--- config.mk ---
export PLATFORM = sky130hd
export DESIGN_NAME = riscv_core_bypass_scoreboard_flat
export DESIGN_NICKNAME = d
export VERILOG_FILES = /design/src/rtl/riscv_core_bypass_scoreboard_if.sv /design/src/rtl/riscv_core_bypass_scoreboard.sv /design/src/flat_wrapper.sv
export SDC_FILE = /design/constraint.sdc
export NUM_CORES = 1
export LEC_CHECK = 0
export BUFFER_PORTS_ARGS = -buffer_cell sky130_fd_sc_hd__buf_4
export CORE_AREA = 2 2 124 126
export DETAILED_ROUTE_END_ITERATION = 7
export DIE_AREA = 0 0 126 128
export GPL_TIMING_DRIVEN = 1
export PLACE_DENSITY = 0.55
export SLEW_MARGIN = 20
export SYNTH_ARGS = -nofsm -noshare
export SYNTH_HDL_FRONTEND = slang
export SYNTH_SLANG_ARGS = --single-unit
export TNS_END_PERCENT = 30
--- constraint.sdc ---
create_clock -name clk -period 3.1 [get_ports clk]
set_input_delay 0.155 -clock clk [delete_from_list [all_inputs] [get_ports clk]]
set_output_delay 0.155 -clock clk [all_outputs]
set_load 0.05 [all_outputs]
--- src/rtl/riscv_core_bypass_scoreboard_if.sv ---
// Decode-side bus of the bypass scoreboard: Decode fields, operand sources, back-end
// status and the resulting bypass selects, forwarded data and stall.
interface riscv_core_bypass_scoreboard_if #(
  parameter int XLEN         = 32,
  parameter int NUM_RD_PORTS = 2,
  parameter int NUM_STAGES   = 3,
  parameter int SELW         = 2
);
  logic                         dec_val;
  logic                         dec_squash;
  logic                         dec_wen;
  logic [4:0]                   dec_rd;
  logic                         dec_ld;
  logic                         dec_var;
  logic [5*NUM_RD_PORTS-1:0]    dec_rs;
  logic [NUM_RD_PORTS-1:0]      dec_ren;
  logic [XLEN*NUM_RD_PORTS-1:0] rf_rdata;
  logic [XLEN*NUM_STAGES-1:0]   stage_data;
  logic                         hold;
  logic                         x_done;
  logic [SELW*NUM_RD_PORTS-1:0] byp_sel;
  logic [XLEN*NUM_RD_PORTS-1:0] byp_data;
  logic                         stall_D;
  logic [31:0]                  perf_stall_cnt;
  logic [31:0]                  perf_byp_cnt;

  modport master (
    output dec_val, dec_squash, dec_wen, dec_rd, dec_ld, dec_var, dec_rs, dec_ren,
           rf_rdata, stage_data, hold, x_done,
    input  byp_sel, byp_data, stall_D, perf_stall_cnt, perf_byp_cnt
  );

  modport slave (
    input  dec_val, dec_squash, dec_wen, dec_rd, dec_ld, dec_var, dec_rs, dec_ren,
           rf_rdata, stage_data, hold, x_done,
    output byp_sel, byp_data, stall_D, perf_stall_cnt, perf_byp_cnt
  );
endinterface

--- src/rtl/riscv_core_bypass_scoreboard.sv ---
// Decode-stage hazard scoreboard: tracks in-flight writers in X..W, forwards operands and
// raises stall_D. Optional performance counters are enabled with RISCV_BYP_PERF_EN.
module riscv_core_bypass_scoreboard #(
  parameter int XLEN         = 32,
  parameter int NUM_RD_PORTS = 2,
  parameter int NUM_STAGES   = 3,
  parameter int SELW         = 2
) (
  input logic                           clk,
  input logic                           reset,
  riscv_core_bypass_scoreboard_if.slave bus
);

  logic [NUM_STAGES-1:0]        val_r;
  logic [NUM_STAGES-1:0]        wen_r;
  logic [NUM_STAGES-1:0]        ld_r;
  logic [NUM_STAGES-1:0]        vlat_r;
  logic [4:0]                   rd_r [NUM_STAGES];
  logic [NUM_RD_PORTS-1:0]      stall_req_s;
  logic [SELW*NUM_RD_PORTS-1:0] sel_s;
  logic [XLEN*NUM_RD_PORTS-1:0] data_s;
  logic                         stall_s;
  logic                         issue_s;

  // Only the X slot can hold a result that is not yet produced (load, or mul/div not done).
  function automatic logic slot_avail(input int s, input logic ld, input logic vlat,
                                      input logic done);
    if (s == 0) begin
      return (~ld & ~vlat) | (vlat & done);
    end else begin
      return 1'b1;
    end
  endfunction

  // Per-port youngest-match search, availability check and operand mux
  always_comb begin
    logic found;
    sel_s       = '0;
    data_s      = bus.rf_rdata;
    stall_req_s = '0;
    found       = 1'b0;
    for (int p = 0; p < NUM_RD_PORTS; p++) begin
      found = 1'b0;
      for (int s = 0; s < NUM_STAGES; s++) begin
        if (!found && bus.dec_ren[p] && val_r[s] && wen_r[s] &&
            (rd_r[s] == bus.dec_rs[5*p +: 5]) && (rd_r[s] != 5'd0)) begin
          found = 1'b1;
          if (slot_avail(s, ld_r[s], vlat_r[s], bus.x_done)) begin
            sel_s[SELW*p +: SELW]  = SELW'(s + 1);
            data_s[XLEN*p +: XLEN] = bus.stage_data[XLEN*s +: XLEN];
          end else begin
            stall_req_s[p] = 1'b1;
          end
        end else begin
          found = found;
        end
      end
    end
  end

  // A squashed instruction never stalls; hold freezes Decode regardless
  always_comb begin
    stall_s = bus.hold | (bus.dec_val & ~bus.dec_squash & (|stall_req_s));
    issue_s = bus.dec_val & ~bus.dec_squash & ~stall_s & ~bus.hold;
  end

  assign bus.byp_sel  = sel_s;
  assign bus.byp_data = data_s;
  assign bus.stall_D  = stall_s;

  // Slot shift register: Decode enters slot 0, the last slot retires on advance
  always_ff @(posedge clk) begin
    if (reset) begin
      val_r  <= '0;
      wen_r  <= '0;
      ld_r   <= '0;
      vlat_r <= '0;
      for (int s = 0; s < NUM_STAGES; s++) begin
        rd_r[s] <= 5'd0;
      end
    end else if (!bus.hold) begin
      for (int s = NUM_STAGES - 1; s > 0; s--) begin
        val_r[s]  <= val_r[s-1];
        wen_r[s]  <= wen_r[s-1];
        ld_r[s]   <= ld_r[s-1];
        vlat_r[s] <= vlat_r[s-1];
        rd_r[s]   <= rd_r[s-1];
      end
      val_r[0]  <= issue_s;
      wen_r[0]  <= bus.dec_wen;
      ld_r[0]   <= bus.dec_ld;
      vlat_r[0] <= bus.dec_var;
      rd_r[0]   <= bus.dec_rd;
    end else begin
      val_r <= val_r;
    end
  end

`ifdef RISCV_BYP_PERF_EN
  logic [31:0] perf_stall_r;
  logic [31:0] perf_byp_r;
  logic [31:0] byp_ports_s;

  // Number of ports forwarding this cycle
  always_comb begin
    byp_ports_s = 32'd0;
    for (int p = 0; p < NUM_RD_PORTS; p++) begin
      if (sel_s[SELW*p +: SELW] != '0) begin
        byp_ports_s = byp_ports_s + 32'd1;
      end else begin
        byp_ports_s = byp_ports_s;
      end
    end
  end

  // Free-running wrap-around event counters
  always_ff @(posedge clk) begin
    if (reset) begin
      perf_stall_r <= 32'd0;
      perf_byp_r   <= 32'd0;
    end else begin
      if (bus.dec_val && !bus.dec_squash && stall_s && !bus.hold) begin
        perf_stall_r <= perf_stall_r + 32'd1;
      end else begin
        perf_stall_r <= perf_stall_r;
      end
      if (issue_s) begin
        perf_byp_r <= perf_byp_r + byp_ports_s;
      end else begin
        perf_byp_r <= perf_byp_r;
      end
    end
  end

  assign bus.perf_stall_cnt = perf_stall_r;
  assign bus.perf_byp_cnt   = perf_byp_r;
`else
  assign bus.perf_stall_cnt = 32'd0;
  assign bus.perf_byp_cnt   = 32'd0;
`endif

endmodule

--- src/flat_wrapper.sv ---
// flat-port wrapper written by rule: the top's interface ports become plain ports
module riscv_core_bypass_scoreboard_flat 
#(
  parameter int XLEN         = 32,
  parameter int NUM_RD_PORTS = 2,
  parameter int NUM_STAGES   = 3,
  parameter int SELW         = 2
)
  (clk, reset, bus_dec_val, bus_dec_squash, bus_dec_wen, bus_dec_rd, bus_dec_ld, bus_dec_var, bus_dec_rs, bus_dec_ren, bus_rf_rdata, bus_stage_data, bus_hold, bus_x_done, bus_byp_sel, bus_byp_data, bus_stall_D, bus_perf_stall_cnt, bus_perf_byp_cnt);
  riscv_core_bypass_scoreboard_if #(.XLEN(XLEN), .NUM_RD_PORTS(NUM_RD_PORTS), .NUM_STAGES(NUM_STAGES), .SELW(SELW)) bus_i ();
  input logic clk;
  input logic reset;
  input wire logic [$bits(bus_i.dec_val)-1:0] bus_dec_val;
  input wire logic [$bits(bus_i.dec_squash)-1:0] bus_dec_squash;
  input wire logic [$bits(bus_i.dec_wen)-1:0] bus_dec_wen;
  input wire logic [$bits(bus_i.dec_rd)-1:0] bus_dec_rd;
  input wire logic [$bits(bus_i.dec_ld)-1:0] bus_dec_ld;
  input wire logic [$bits(bus_i.dec_var)-1:0] bus_dec_var;
  input wire logic [$bits(bus_i.dec_rs)-1:0] bus_dec_rs;
  input wire logic [$bits(bus_i.dec_ren)-1:0] bus_dec_ren;
  input wire logic [$bits(bus_i.rf_rdata)-1:0] bus_rf_rdata;
  input wire logic [$bits(bus_i.stage_data)-1:0] bus_stage_data;
  input wire logic [$bits(bus_i.hold)-1:0] bus_hold;
  input wire logic [$bits(bus_i.x_done)-1:0] bus_x_done;
  output wire logic [$bits(bus_i.byp_sel)-1:0] bus_byp_sel;
  output wire logic [$bits(bus_i.byp_data)-1:0] bus_byp_data;
  output wire logic [$bits(bus_i.stall_D)-1:0] bus_stall_D;
  output wire logic [$bits(bus_i.perf_stall_cnt)-1:0] bus_perf_stall_cnt;
  output wire logic [$bits(bus_i.perf_byp_cnt)-1:0] bus_perf_byp_cnt;
  assign bus_i.dec_val = bus_dec_val;
  assign bus_i.dec_squash = bus_dec_squash;
  assign bus_i.dec_wen = bus_dec_wen;
  assign bus_i.dec_rd = bus_dec_rd;
  assign bus_i.dec_ld = bus_dec_ld;
  assign bus_i.dec_var = bus_dec_var;
  assign bus_i.dec_rs = bus_dec_rs;
  assign bus_i.dec_ren = bus_dec_ren;
  assign bus_i.rf_rdata = bus_rf_rdata;
  assign bus_i.stage_data = bus_stage_data;
  assign bus_i.hold = bus_hold;
  assign bus_i.x_done = bus_x_done;
  assign bus_byp_sel = bus_i.byp_sel;
  assign bus_byp_data = bus_i.byp_data;
  assign bus_stall_D = bus_i.stall_D;
  assign bus_perf_stall_cnt = bus_i.perf_stall_cnt;
  assign bus_perf_byp_cnt = bus_i.perf_byp_cnt;
  riscv_core_bypass_scoreboard #(.XLEN(XLEN), .NUM_RD_PORTS(NUM_RD_PORTS), .NUM_STAGES(NUM_STAGES), .SELW(SELW)) u_core (.clk(clk), .reset(reset), .bus(bus_i));
endmodule
# Word level (Yosys, flattened, before mapping)
# Memories as Yosys holds them, arrays and structs flattened.
# Index checks and enable logic that the tools add are counted.
# totals
ramBits	15
register_bits	8
elab_cells	117
n_memories	1
inputBits	186
# memory_table
name	depth	word_bits	read_ports	rd_ports_with_merged_regs	write_ports	line	text
u_core.rd_r	3	5	3	0	3	riscv_core_bypass_scoreboard.sv:18	logic [4:0] rd_r [NUM_STAGES];
# classes
n_reduce_logical	36
bitwise_logic	16
n_eq_ne	6
mux	54
# ops
op	count
2-to-1 mux 32 bit	12
equality test 5 bit	6
2-to-1 mux 1 bit	30
logical AND 1 bit	28
2-to-1 mux 2 bit	9
2-to-1 mux 5 bit	3
nonzero test 5 bit	3
AND 1 bit	6
inverter 1 bit	5
OR 1 bit	5
logical NOT 1 bit	4
OR reduction 2 bit	1

# Longest topological paths before layout
# Gate-level depths: netlist of the first run.
# depth
depth_word	27
mapped_depth	8
ltp_nobuf	6

# Worst setup path before layout of the first run
# Ideal clock, no wire load.
# synth_timing
path_kind	register to output
start	memory u_core.rd_r[0][1]
end	output port bus_byp_data[0]
path_slack_ns	0.291
arrival_time_ns	2.654
stages_incl_launch_ff	9
path_cell_list	edfxtp_1 -> or4_4 -> o211ai_4 -> o21ai_1 -> or2_1 -> buf_6 -> buf_6 -> mux2i_1 -> o21ai_1
# synth_lines
element	line	text
start: declaration	riscv_core_bypass_scoreboard.sv:18	
end: declaration	flat_wrapper.sv:26	output wire logic [$bits(bus_i.byp_data)-1:0] bus_byp_data;

==> results of run 1 <==
-- registers in the layout, indices dropped and copies added, names as in the netlist --
register	count
u_core.ld_r	1
u_core.rd_r	15
u_core.val_r	3
u_core.vlat_r	1
u_core.wen_r	3
-- final timing paths --
path | start | endpoint | slack, ns | depth (start not counted)
min reg2reg | u_core.ld_r[0] | u_core.ld_r[0] | 0.50 | 2
max | u_core.rd_r[0][3] | bus_byp_data[23] | 0.09 | 8
min | bus_dec_ld | u_core.ld_r[0] | 0.13 | 3
max reg2reg | u_core.rd_r[0][3] | u_core.val_r[0] | 1.05 | 6
-- cell type report --
class,count,area share [%]
clock inverter,1,0.0846
tap,188,3.98
inverter,3,0.190
timing repair buffer,276,36.5
multi-input combinational,434,47.7
sequential,23,10.3
clock buffer,3,1.27
-- cells by family after synthesis --
kind of cell           count (synthesis)
other                                  1
multiplexers                          70
XOR/XNOR                              30
AO/OA/AOI/OAI                        111
buffers and inverters                100
AND/OR/NAND/NOR                      158
flip-flops                            23
-- per-stage QoR --
step / worst slack (ns) / setup TNS, ns / power (uW) / utilization (%) / std cells
after floorplan: 0.291 / 0 / 921 / - / 556
after global placement: 0.0728 / 0 / 1180 / 38.5 / 917
after detailed placement: 0.114 / 0 / 1180 / 38.5 / 918
after CTS: 0.0518 / 0 / 1470 / 39.2 / 923
after global routing: -0.00721 / -0.00721 / 1520 / 39.8 / 928
final: 0.0907 / 0 / 1460 / 39.8 / 928
-- worst register-to-register path, stage by stage (launching register included) --
cell,delay [ns]
edfxtp_1,0.45
xor2_1,0.22
or4_4,0.59
nor2_1,0.27
o211ai_1,0.16
nand3_1,0.14
o21ai_0,0.08
-- where the power goes --
group / internal (uW) / switching (uW) / total [uW]
combinational: 300 / 513 / 813
sequential: 346 / 20.3 / 367
clock: 174 / 111 / 285
total: 820 / 645 / 1460
-- metal layers --
metal	vias to the layer above	global-route usage (%)
li1	2129	-
met1	2068	24.4
met2	252	33.4
met3	24	3.17
met4	0	4.52
met5	-	0
-- timing repair --
| action | 4_1_cts | 5_1_grt |
|---|---|---|
| setup endpoints to repair | 32 | 37 |
| cloned | 1 | 0 |
| setup buffers | 0 | 5 |
| resized for setup | 2 | 5 |
| pin swaps | 1 | 2 |
-- cell usage in the layout, fill, tap and decap left out, types with 4 or more instances in the layout --
master    synthesis  routed
a21oi_1          34      34
and2_1           16      16
edfxtp_1         15      15
nand3_1           5       5
or4_1             5       4
nor2_1           15      13
a221o_1          32      32
buf_4            70     267
mux2i_1          38      38
xnor2_1          17      17
mux2_1           29      29
dfxtp_1           8       8
buf_12            0       6
o21ai_1          32      32
nor3_1            4       4
conb_1            1      64
xor2_1           13      13
nand2_1          97      97
==> summary.txt, run 1 <==
status: completed
register area: 611 um2
Area after DPL: 5730 um2
Synth area leader: buf_4
H-tree depth: 1
total die area: 16100 um2
Iter 0 DRT Violations: 293
Synth cell types: 43
Area Growth Syn to Fin: 55.1%
I/O pins: 319
min Tclk post-route: 3.01 ns
CTS Root Cell: clkbuf_16
Critical Path Max Stage Delay: 0.59 ns
final setup vio count: 0
Mapped Avg Cell Area: 7.73 um2
XOR/XNOR Fraction of Synth Area: 6.89%
Slew headroom: 47.5%
period utilization: 97.1%
Worst IR Drop VDD: 195 uV
Synth Area in Simple Gates: 19.3%
Hold Slack: 0.126 ns
Synth Cell Area: 3810 um2
YS warnings: 0
row cnt: 45
first-pass GRT wire length: 24400 um
die width: 126 um
Synth Area in Adders: 0%
worst-skew pair later-pin latency: 0.26 ns
Worst Path Arrival: 2.85 ns
Cells after Synth: 493
final-layout fill cell count: 1548
Reg clk slew, reported paths: 0.06 ns
fmax: 332 MHz
number of global-route vias before repair: 4292
Top FF cell, synth: edfxtp_1
diodes inserted: 0
WL met2: 8200 um
Max clock buf depth: 2
# DRC: 0
register area share after synthesis: 16.0%
Post-synth EDFFs: 15
Synth top area share: 13.8%
CTS Buf Count: 3
core region area: 14900 um2
CP delay by family, top: simple AND/OR/NAND/NOR gates
Finished Cell Area: 5910 um2
vias: 4473
Routed WL: 16800 um
hold violation count in the final report: 0
CP cell instances: xor2_1 > or4_4 > nor3_4 > buf_12 > mux2_1 > mux2i_1 > o21ai_1 > buf_4
Synth Area in Compound Gates: 20.2%
leading post-synthesis cells by cell area: buf_4 14%, edfxtp_1 12%, mux2i_1 10%
Setup CP Type: reg -> out
WL met1: 6840 um
Overflow after GRT: 0
initial antenna violation count: 0
most common cell in the netlist: nand2_1
Top Metal Used: met4
total of max-cap violations: 0
CP endpoint kind: primary output
DR WL met3: 1440 um
DR pass1 iterations: 5
critical path data required time: 2.94 ns
Post-DP HPWL: 13500 um
Via density: 4.82
largest net degree at the start of global routing: 39
Slew @ Worst Pin: 0.785 ns
total track usage: 19.0%
mux cell area share after synthesis: 19.4%
post-route ant nets: 0
CTS Hold Bufs: 0
nets: 927
clock skew: 0.00244 ns
P_leak: 0.00295 uW
CTS tree: yes
main combinational cell family by area after synthesis: compound AO/OA/AOI/OAI gates
post-synthesis async set-or-reset flop share: 0%
Wirelength per Cell: 18.1 um
IO Port Bufs: 254
initial core utilization: 25.6%
clock tree sinks: 23
final slew viol count: 0
worst hold path class: in -> reg
multi-input logic area: 2820 um2
buffer and inverter count on the worst path: 2
share of layout cells above drive strength 1: 40.4%
Final Wtd Congestion: 0.913
Slowest cell on crit path: or4_4
power density cells: 248 nW/um2
Seq cells post-synth: 23
die height: 128 um
CP startpoint kind: flop
Synth top cells by count: 97 x nand2_1, 70 x buf_4, 38 x mux2i_1
critical path fanouts, max: 19
(Power assumes the default switching activity.)
==> inputs of run 2 (changes only) <==
CORE_AREA = 2 2 123 125   (was 2 2 124 126)
DIE_AREA = 0 0 125 127   (was 0 0 126 128)
==> summary.txt, run 2 (same netlist as run 1, synthesis figures left out) <==
share of layout cells above drive strength 1: 40.2%
Flop pwr share: 25.1%
core region area: 14400 um2
Final Wtd Congestion: 0.969
largest net degree at the start of global routing: 33
Area Growth Syn to Fin: 54.2%
nets: 921
pre-CTS setup slack: 0.329 ns
vias: 4448
RSZ-0062 raised after global routing: true
commonest non-fill, non-tap cell in the layout: buf_4
row cnt: 44
max FFs per register: 15
H-tree depth: 1
total of max-cap violations: 0
Clock Power Share: 19.6%
WHS Path Cells: 3
Net Sw Frac: 44.1%
Setup CP Type: reg -> out
CP startpoint kind: flop
IO Port Bufs: 254
clock tree sinks: 23
final core utilization: 40.7%
# DRC: 0
final-layout fill cell count: 1457
Final WS setup: 0.0955 ns
hold violation count in the final report: 0
total die area: 15900 um2
Worst IR Drop VDD: 207 uV
Iter 0 DRT Violations: 223
CTS Buf Count: 3
Switching Power: 646 uW
die width: 125 um
worst-skew pair later-pin latency: 0.26 ns
CTS tree: yes
status: completed
fmax: 333 MHz
Reg clk slew, reported paths: 0.06 ns
die height: 127 um
critical path fanouts, max: 12
Int Power: 820 uW
Worst Path Arrival: 2.85 ns
DR pass1 iterations: 4
initial antenna violation count: 0
power density cells: 249 nW/um2
Via density: 4.85
Slew headroom: 39.7%
reg2reg path depth: 6
clock skew: 0.00171 ns
P_leak: 0.00291 uW
most frequent cells in the layout: 261 x buf_4, 97 x nand2_1, 64 x conb_1
period utilization: 96.9%
Wirelength per Cell: 19.1 um
final slew viol count: 0
CTS Root Cell: clkbuf_16
Largest regs: u_core.rd_r x15, u_core.val_r x3, u_core.wen_r x3
number of global-route vias before repair: 4476
initial core utilization: 26.4%
diodes inserted: 0
post-route ant nets: 0
critical path data required time: 2.94 ns
worst hold path class: in -> reg
total track usage: 20.4%
final setup vio count: 0
CP endpoint kind: primary output
Max clock buf depth: 2
Slew @ Worst Pin: 0.901 ns
Overflow after GRT: 0
min Tclk post-route: 3.00 ns
Largest Register: u_core.rd_r
Routed WL: 17500 um
I/O pins: 319
Post-DP HPWL: 14400 um
combinational fraction of design power: 55.2%
first-pass GRT wire length: 25500 um
-- run 2: final cells by class --
class | instances | area [um2] | share of cell area (%)
multi-input combinational | 433 | 2800 | 47.7
timing repair buffer | 271 | 2140 | 36.4
sequential | 23 | 611 | 10.4
clock inverter | 1 | 5.00 | 0.0852
tap | 184 | 230 | 3.92
clock buffer | 3 | 75.1 | 1.28
inverter | 3 | 11.3 | 0.192
-- run 2: path summary, 6_finish.rpt --
path                           from               end  slack, ns
setup / recovery  u_core.rd_r[0][6]  bus_byp_data[21]        0.1
hold / removal          bus_dec_var  u_core.vlat_r[0]       0.13
hold reg to reg      u_core.ld_r[0]    u_core.ld_r[0]       0.51
setup reg to reg  u_core.rd_r[0][3]   u_core.val_r[0]       1.12
-- run 2: critical path: stages, from the launching register on --
cell and delay [ns]:
edfxtp_1 0.45, or4_1 0.58, o211ai_1 0.26, or3_1 0.21, or2_2 0.15, buf_4 0.29, mux2i_2 0.36, o21ai_1 0.10
buf_4 0.19
-- run 2: timing repair --
action                                  CTS  global route
hold buffers                              0             0
endpoints found under the setup margin    0            31
buffers inserted                          0             2
gates resized for setup                   0             7
-- run 2: metal layers --
layer | vias to the layer above | GRT usage [%] | share of wire [%]
li1 | 2111 | - | -
met5 | - | 0 | 0
met3 | 37 | 2.51 | 5.5
met4 | 0 | 7.71 | 4.1
met1 | 2092 | 24.3 | 39
met2 | 208 | 37.3 | 52
-- run 2: per-stage QoR --
stage	hold slack (ns)	setup TNS (ns)	std cells	instance area (um2)	power, uW
floorplan	0.299	0	556	4050	921
global placement	0.387	0	912	5740	1170
detailed placement	0.398	0	912	5740	1180
CTS	0.129	0	916	5820	1460
global route	0.137	-0.0359	918	5880	1530
finish	0.128	0	918	5880	1470
-- run 2: power groups by stage --
stage | Combinational (uW) | Clock (uW) | Sequential, uW
3_3_place_gp | 801 | 0 | 374
4_1_cts | 806 | 289 | 368
2_1_floorplan | 552 | 0 | 369
5_1_grt | 854 | 302 | 371
3_5_place_dp | 805 | 0 | 375
6_report | 810 | 288 | 368
